[config.mk]
export PLATFORM = sky130hd
export DESIGN_NAME = simon_sequencer
export DESIGN_NICKNAME = d
export VERILOG_FILES = /design/src/rtl/simon_seq_pkg.sv /design/src/rtl/simon_hold_timer.sv /design/src/rtl/simon_sequencer.sv
export SDC_FILE = /design/constraint.sdc
export NUM_CORES = 1
export LEC_CHECK = 0
export CORE_AREA = 2 2 39 41
export DETAILED_ROUTE_END_ITERATION = 16
export DIE_AREA = 0 0 41 43
export PLACE_DENSITY_LB_ADDON = 0.1
export REMOVE_ABC_BUFFERS = 1
export SYNTH_ARGS = -nofsm -noshare
export SYNTH_HDL_FRONTEND = slang
export SYNTH_HIERARCHICAL = 1
export SYNTH_SLANG_ARGS = --single-unit
export TNS_END_PERCENT = 5
[constraint.sdc]
create_clock -name clk -period 2.8 [get_ports clk]
set_input_delay 0.28 -clock clk [delete_from_list [all_inputs] [get_ports clk]]
set_output_delay 0.28 -clock clk [all_outputs]
set_load 0.01 [all_outputs]
[src/rtl/simon_seq_pkg.sv]
// rtl/simon_seq_pkg.sv - shared types and codes for the Simon round sequencer
//
// Contents:
//   state_t     game FSM states (INPUT, PLAYBACK, REPEAT, DONE)
//   SEL_*       datapath read/display source codes driven on select
//   MODE_*      mode LED patterns driven on mode_leds
//   mode_of()   maps a state to its LED pattern
package simon_seq_pkg;

  typedef enum logic [1:0] {
    ST_INPUT    = 2'd0,
    ST_PLAYBACK = 2'd1,
    ST_REPEAT   = 2'd2,
    ST_DONE     = 2'd3
  } state_t;

  localparam logic [1:0] SEL_INPUT  = 2'd0;
  localparam logic [1:0] SEL_PLAY   = 2'd1;
  localparam logic [1:0] SEL_REPEAT = 2'd2;
  localparam logic [1:0] SEL_DONE   = 2'd3;

  localparam logic [2:0] MODE_INPUT    = 3'b001;
  localparam logic [2:0] MODE_PLAYBACK = 3'b010;
  localparam logic [2:0] MODE_REPEAT   = 3'b100;
  localparam logic [2:0] MODE_DONE     = 3'b111;

  function automatic logic [2:0] mode_of(input state_t s);
    case (s)
      ST_INPUT:    mode_of = MODE_INPUT;
      ST_PLAYBACK: mode_of = MODE_PLAYBACK;
      ST_REPEAT:   mode_of = MODE_REPEAT;
      default:     mode_of = MODE_DONE;
    endcase
  endfunction

endpackage

[src/rtl/simon_hold_timer.sv]
// rtl/simon_hold_timer.sv - wrap counter with clear, enable and terminal pulse
//
// Ports:
//   clk       in   system clock, rising edge
//   rst_n     in   asynchronous active-low reset, count -> 0
//   clr       in   synchronous clear to 0 (wins over en)
//   en        in   count this cycle
//   terminal  out  en and count at LIMIT-1; counter wraps to 0 on the next edge
module simon_hold_timer #(
  parameter int unsigned LIMIT = 4
) (
  input  logic clk,
  input  logic rst_n,
  input  logic clr,
  input  logic en,
  output logic terminal
);

  localparam int unsigned W = $clog2(LIMIT) + 1;
  localparam logic [W-1:0] LAST = W'(LIMIT - 1);

  logic [W-1:0] count;

  // LIMIT=1 keeps count at 0, so terminal fires on every enabled cycle.
  assign terminal = en & (count == LAST);

  always_ff @(posedge clk or negedge rst_n) begin
    if (!rst_n) begin
      count <= '0;
    end else if (clr) begin
      count <= '0;
    end else if (en) begin
      count <= terminal ? '0 : count + 1'b1;
    end
  end

endmodule

[src/rtl/simon_sequencer.sv]
// rtl/simon_sequencer.sv - Simon game round FSM driving the datapath controls
//
// Optional feature macro: SIMON_SEQ_TIMEOUT_EN (REPEAT-mode inactivity timeout).
//
// Ports:
//   clk               in   system clock, rising edge
//   rst               in   asynchronous active-low reset
//   guess             in   one-cycle user-submit strobe
//   is_legal          in   user pattern is legal
//   play_gt_count     in   play index has passed last stored entry
//   repeat_eq_play    in   repeat index equals last stored entry
//   input_eq_pattern  in   user pattern matches entry at repeat index
//   select[1:0]       out  datapath read/display source (registered state decode)
//   mode_leds[2:0]    out  mode indicator (registered state decode)
//   w_en              out  store user pattern, count+1 (combinational pulse)
//   clrcount          out  clear play/repeat indices (combinational pulse)
//   step              out  advance active index (combinational pulse)
module simon_sequencer
  import simon_seq_pkg::*;
#(
  parameter int unsigned HOLD_CYCLES    = 4,
  parameter int unsigned TIMEOUT_CYCLES = 1024
) (
  input  logic       clk,
  input  logic       rst,
  input  logic       guess,
  input  logic       is_legal,
  input  logic       play_gt_count,
  input  logic       repeat_eq_play,
  input  logic       input_eq_pattern,
  output logic [1:0] select,
  output logic [2:0] mode_leds,
  output logic       w_en,
  output logic       clrcount,
  output logic       step
);

  state_t state, state_next;
  logic   w_en_c, clrcount_c, step_c;
  logic   showing;
  logic   hold_clr, hold_term;
  logic   timeout;

  // PLAYBACK and DONE both pace the stored sequence at the hold rate.
  assign showing = (state == ST_PLAYBACK) || (state == ST_DONE);

  // Held at 0 outside the display modes so every entry starts a full hold;
  // also restarted on the end-of-sequence cycle so a DONE wrap does too.
  assign hold_clr = !showing || play_gt_count;

  simon_hold_timer #(.LIMIT(HOLD_CYCLES)) u_hold (
    .clk      (clk),
    .rst_n    (rst),
    .clr      (hold_clr),
    .en       (showing),
    .terminal (hold_term)
  );

`ifdef SIMON_SEQ_TIMEOUT_EN
  logic to_term;

  simon_hold_timer #(.LIMIT(TIMEOUT_CYCLES)) u_timeout (
    .clk      (clk),
    .rst_n    (rst),
    .clr      ((state != ST_REPEAT) || guess),
    .en       (state == ST_REPEAT),
    .terminal (to_term)
  );

  // A guess landing on the terminal cycle is processed as a guess instead.
  assign timeout = to_term && !guess;
`else
  logic unused_timeout_cfg;

  assign unused_timeout_cfg = (TIMEOUT_CYCLES >= 2);
  assign timeout = 1'b0;
`endif

  always_ff @(posedge clk or negedge rst) begin
    if (!rst) begin
      state <= ST_INPUT;
    end else begin
      state <= state_next;
    end
  end

  always_comb begin
    state_next = state;
    w_en_c     = 1'b0;
    clrcount_c = 1'b0;
    step_c     = 1'b0;
    case (state)
      ST_INPUT: begin
        if (guess && is_legal) begin
          w_en_c     = 1'b1;
          clrcount_c = 1'b1;
          state_next = ST_PLAYBACK;
        end
      end
      ST_PLAYBACK: begin
        if (play_gt_count) begin
          clrcount_c = 1'b1;
          state_next = ST_REPEAT;
        end else if (hold_term) begin
          step_c = 1'b1;
        end
      end
      ST_REPEAT: begin
        if (guess) begin
          if (!input_eq_pattern) begin
            clrcount_c = 1'b1;
            state_next = ST_DONE;
          end else if (repeat_eq_play) begin
            clrcount_c = 1'b1;
            state_next = ST_INPUT;
          end else begin
            step_c = 1'b1;
          end
        end else if (timeout) begin
          clrcount_c = 1'b1;
          state_next = ST_DONE;
        end
      end
      default: begin
        // DONE: endless replay, wrapping back to the first entry.
        if (play_gt_count) begin
          clrcount_c = 1'b1;
        end else if (hold_term) begin
          step_c = 1'b1;
        end
      end
    endcase
  end

  // Strobes are suppressed while reset is held, even though state is INPUT.
  assign w_en     = rst & w_en_c;
  assign clrcount = rst & clrcount_c;
  assign step     = rst & step_c;

  assign mode_leds = mode_of(state);

  always_comb begin
    select = SEL_INPUT;
    case (state)
      ST_INPUT:    select = SEL_INPUT;
      ST_PLAYBACK: select = SEL_PLAY;
      ST_REPEAT:   select = SEL_REPEAT;
      default:     select = SEL_DONE;
    endcase
  end

endmodule

# --- After elaboration in Yosys (flattened, before gate mapping) ---
# Cells that the tools add are included.
totals:
  in_bits: 7
  word_cells: 47
  out_inout_bits: 8
  regBits: 5
classes:
  eq_ne: 8
  n_bitwise: 4
  n_reduce_logical: 8
  mux: 24
  addsub: 1
ops:
  columns: ["operator", "n"]
  rows:
  - ["one-hot mux 2 bit (3 select lines)", 2]
  - ["two-way mux 1 bit", 11]
  - ["two-way mux 2 bit", 5]
  - ["two-way mux 3 bit", 3]
  - ["one-hot mux 3 bit (3 select lines)", 1]
  - ["!= test 2 bit (second input constant)", 3]
  - ["AND reduction 5 bit", 1]
  - ["AND 1 bit", 4]
  - ["equality test 2 bit (second input constant)", 2]
  - ["one-hot mux 1 bit (2 select lines)", 2]
  - ["adder 3 x 1 -> 3 bit (second input constant)", 1]
  - ["equality test 3 x 2 -> 1 bit (second input constant)", 1]
  - ["!= test 3 bit (second input constant)", 1]
  - ["nonzero test 3 bit", 1]
  - ["equality test 2 x 1 -> 1 bit (second input constant)", 1]
  - ["logical NOT 2 bit", 1]
  - ["logical OR 1 bit", 2]
  - ["nonzero test 2 bit", 1]
  - ["logical AND 1 bit", 1]
  - ["logical NOT 1 bit", 1]

# --- Longest topological paths before layout ---
depth:
  depth_word: 7
  depth_mapped: 7
  ltp_nobuf: 7

# --- Cells and area by module ---
# The synthesis kept the hierarchy.
modules_own_cells:
  columns: ["module", "seq_area_each_um2", "area_each_um2", "n_inst", "cells_per_inst"]
  rows:
  - ["simon_sequencer", 50.0, 292.8, 1, 35]
  - ["simon_hold_timer", 75.1, 145.1, 1, 14]

# --- Least setup slack after synthesis ---
# Ideal clock, no wire load.
synth_timing:
  kind: "register -> output"
  start: "register state[1]"
  end: "output step"
  slack_ps: 1259
  path_buffers: 0
  arrival_ps: 1261
  required_ps: 2520
  path_stages_with_launch: 8
  cell_sequence: "dfrtp_1 > inv_1 > ha_1 > or2_2 > nand2_1 > nor2_1 > nand3b_1 > a21boi_0"
synth_between:
  elab_chain_cells: 7
  word_cells_on_any_way: 10
  cone_classes: "eq/ne: 3; mux: 3; bitwise: 2; reduce/logical: 2"
synth_rtl:
  columns: ["element", "line", "source"]
  rows:
  - ["start: declaration", "simon_sequencer.sv:38", "state_t state, state_next;"]
  - ["start signal: assignment", "simon_sequencer.sv:83", "state <= state_next;"]
  - ["equality test 2 x 1 -> 1 bit / equality test 2 bit (equally long branches)", "simon_sequencer.sv:45", "assign showing = (state == ST_PLAYBACK) || (state == ST_DONE);"]
  - ["logical OR 1 bit (*)", "simon_sequencer.sv:45", null]
  - ["net showing", "simon_sequencer.sv:40", "logic showing;"]
  - ["AND 1 bit (*)", "simon_hold_timer.sv:25", "assign terminal = en & (count == LAST);"]
  - ["net hold_term", "simon_sequencer.sv:41", "logic hold_clr, hold_term;"]
  - ["two-way mux 1 bit (*)", "simon_sequencer.sv:104, simon_sequencer.sv:128", null]
  - ["two-way mux 1 bit (*)", "simon_sequencer.sv:126", "if (play_gt_count) begin"]
  - ["one-hot mux 1 bit (2 select lines) (*)", "simon_sequencer.sv:92", "case (state)"]
  - ["AND 1 bit (*)", "simon_sequencer.sv:138", "assign step = rst & step_c;"]
  - ["end: declaration", "simon_sequencer.sv:35", "output logic step"]
# The timed path passes the listed nets; every way through them passes the cells marked *.

# --- Worst setup path after layout ---
layout_timing:
  start: "register state[1]"
  end: "output step"
layout_between:
  elab_chain_cells: 7
  word_cells_on_any_way: 10
  cone_classes: "eq/ne: 3; mux: 3; bitwise: 2; reduce/logical: 2"
layout_rtl:
  columns: ["element", "line"]
  rows:
  - ["equality test 2 x 1 -> 1 bit / equality test 2 bit (equally long branches)", "simon_sequencer.sv:45"]
  - ["logical OR 1 bit (*)", "simon_sequencer.sv:45"]
  - ["AND 1 bit (*)", "simon_hold_timer.sv:25"]
  - ["net hold_term", "simon_sequencer.sv:41"]
  - ["two-way mux 1 bit (*)", "simon_sequencer.sv:104, simon_sequencer.sv:128"]
  - ["two-way mux 1 bit (*)", "simon_sequencer.sv:126"]
  - ["one-hot mux 1 bit (2 select lines) (*)", "simon_sequencer.sv:92"]
  - ["AND 1 bit (*)", "simon_sequencer.sv:138"]
# Marked as above.

==> impl_metrics.csv <==
group,metric,value,unit
clock_network,path_clk_slew,0.05,ns
clock_network,cts_buffer_depth,2,
synthesis,yosysWarnings,6,
synthesis,synthFlopType,"dfrtp_1",
critical_path,cp_slowest_cell,"clkdlybuf4s50_1",
critical_path,worstPathMaxFanout,8,
power,p_per_area,319,nW/um^2
synthesis,synthCells,49,
flow_run,drv_cap,0,
clock_network,cts_resized,0,
global_routing,first_global_vias,339,
synthesis,avgSynthCellArea,8.94,sq um
drt,route.vias.total,375,
synthesis,syn_area,438,sq um
sta,slew_violations,0,
synthesis,async_flop_share,100,%
global_routing,grt_pass1_wl,1.37,mm
drt,first_pass_iters,2,
critical_path,critPathBufInv,2,
sta,clock_skew,0.00739,ns
floorplanning,die_w,41,microns
drt,drc_errors,0,
critical_path,path_depth,8,
sta,max_slew_margin,79.1,%
clock_network,post-cts-setup-buffers,0,
final_layout,n_antenna_cell,0,
final_layout,fill_cells,135,
floorplanning,core,1380,sq um
synthesis,synth_area_leaders,"dfrtp_1 (29%), ha_1 (17%), nand2b_1 (7.1%)",
floorplanning,initial_core_util,31.6,%
final_layout,area_growth,37.4,%
final_layout,drive_above_1_share,7.81,%
sta,fin_crit,2.30,ns
final_layout,multi_input_area,275,sq um
drt,drt-initial-drc-count,2,
synthesis,ys_seq_area_share,28.6,%
floorplanning,fp.dieH,43,microns
critical_path,crit_required,2.52,ns
drt,wl_per_cell,10.2,microns
critical_path,cp-start-kind,"flop",
place,gp_congestion,0.646,
synthesis,synth_top_area_share,28.6,%
sta,setup_viol,0,
critical_path,slowest_delay,0.55,ns
drt,via_per_inst,4.69,
clock_network,cts_tree,"built",
synthesis,netlist-cell-type-count,22,
floorplanning,ios,15,
min_path,worstHoldPathType,"in -> async",
final_layout,regArea,125,sq um
global_routing,overflow,0,
clock_network,cts_buffers,3,
drt,drtAntennaViolNets,0,
final_layout,fin_nets,78,
final_layout,finish.instance_area,602,sq um
global_routing,globalRouteTotalUtil,11.9,%
sta,finalHoldViolCount,0,
place,portBuffers,14,
sta,rsz0062_at_grt,"no",
drt,drt_wl_total,816,microns
critical_path,cp_cell_sequence,"inv_1 > ha_1 > or2_2 > nand2_1 > nor2_1 > nand3b_1 > a21boi_0 > clkdlybuf4s50_1",
synthesis,synth-seq-cells,5,
sta,tns,0,ns
place,place_hpwl,636,microns
floorplanning,dieArea,1760,sq um
clock_network,clock_latency,0.25,ns
power,leakagePower,0.279,nW
clock_network,htreeDepth,1,
global_routing,grt_max_degree,9,
clock_network,cts_root_buf,"clkbuf_4",
sta,max_freq,436,MHz
power,max-vdd-ir-drop,0.226,mV
critical_path,path_class,"reg -> out",
sta,period_share,82.0,%
critical_path,r2r_setup_slack,1.33,ns
clock_network,postCtsHoldBufs,0,
synthesis,synth_edf_count,0,
critical_path,worstPathArrival,2.02,ns
status,status,"finished clean",
global_routing,antenna_found_initial,0,
place,dpl_cell_area,576,sq um
critical_path,reg2reg_depth,5,
synthesis,yosysTopAreaCell,"dfrtp_1",
critical_path,cpLargestDelayFamily,"buffers and inverters",
clock_network,cts_num_sinks,5,
critical_path,end_kind,"output pin",
sta,worst_pin_slew,0.312,ns
floorplanning,rows,14,
==> power breakdown <==
part | internal [mW] | switching [mW]
Combinational | 0.0166 | 0.0120
Clock | 0.0540 | 0.0309
Sequential | 0.0762 | 0.00230
==> layer usage <==
| layer | global-route usage, % | vias to the layer above | routed length (microns) |
|---|---|---|---|
| li1 | - | 197 | - |
| met1 | 15.3 | 173 | 415 |
| met2 | 15.6 | 5 | 370 |
| met3 | 6.28 | 0 | 30 |
| met4 | 6.00 | 0 | 0 |
| met5 | 0 | - | 0 |
==> area by class of cell <==
cell class,count,area share [%]
timing repair buffer,14,23.3
sequential,5,20.8
multi-input combinational,37,45.7
clock buffer,4,4.37
inverter,4,2.49
tap,16,3.33
==> kinds of logic (layout without fill, tap and decap cells) <==
logic type	Yosys count	count (layout)	share of synthesized area [%]
AO/OA/AOI/OAI	8	8	12.6
adder cells (fa/ha/maj)	6	6	17.1
buffers and inverters	7	22	8.57
flip-flops	5	5	28.6
multiplexers	2	2	4.57
AND/OR/NAND/NOR	21	21	28.6
==> sequential cells by signal, summed over array words and instances, names as in the netlist <==
| register | count |
|---|---|
| state | 2 |
| u_hold/count | 3 |
==> placed cells by master (no fill, tap or decap), types with 2 or more instances in the layout <==
cell type	Yosys	final
a21oi_1	2	2
clkdlybuf4s50_1	0	14
nor2_1	3	3
nor2b_1	2	2
nand2_1	3	3
inv_1	4	4
ha_1	6	6
nand2b_1	5	5
mux2i_1	2	2
or2_2	2	2
clkbuf_4	0	3
nand3b_1	2	2
dfrtp_1	5	5
==> worst register-to-register path, delay by kind of cell, from the launching register on <==
kind | cells | cell delay (ns)
compound gates | 2 | 0.40
flops | 1 | 0.39
fa+ha+maj | 1 | 0.32
mux | 1 | 0.13
buf+inv | 1 | 0.10
==> cell usage after synthesis (all sizes together) (2+ instances only) <==
library cell	instances
a21oi	2
buf	3
dfrtp	5
ha	6
inv	4
mux2i	2
nand2	3
nand2b	5
nand3b	2
nor2	3
nor2b	2
or2	2
==> worst paths after layout <==
check,startpoint,endpoint
worst max-delay path,state[1],step
worst min-delay path,rst,u_hold/count[0]
worst max register to register,state[0],state[1]
worst min register to register,u_hold/count[2],u_hold/count[2]
max in group asynchronous,rst,state[1]
min in group clk,u_hold/count[2],u_hold/count[2]
==> per-stage QoR <==
| step | power, mW | hold slack (ns) | std cells | worst slack, ns | utilization (%) |
|---|---|---|---|---|---|
| after floorplan | 0.0920 | -0.0156 | 46 | 1.19 | - |
| after global placement | 0.109 | 0.528 | 76 | 0.718 | 41.6 |
| after detailed placement | 0.109 | 0.527 | 76 | 0.733 | 41.6 |
| after CTS | 0.197 | 0.288 | 80 | 0.469 | 43.5 |
| after global routing | 0.205 | 0.311 | 80 | 0.349 | 43.5 |
| final | 0.192 | 0.289 | 80 | 0.504 | 43.5 |
Note: power is estimated with default switching activity, not from simulation.
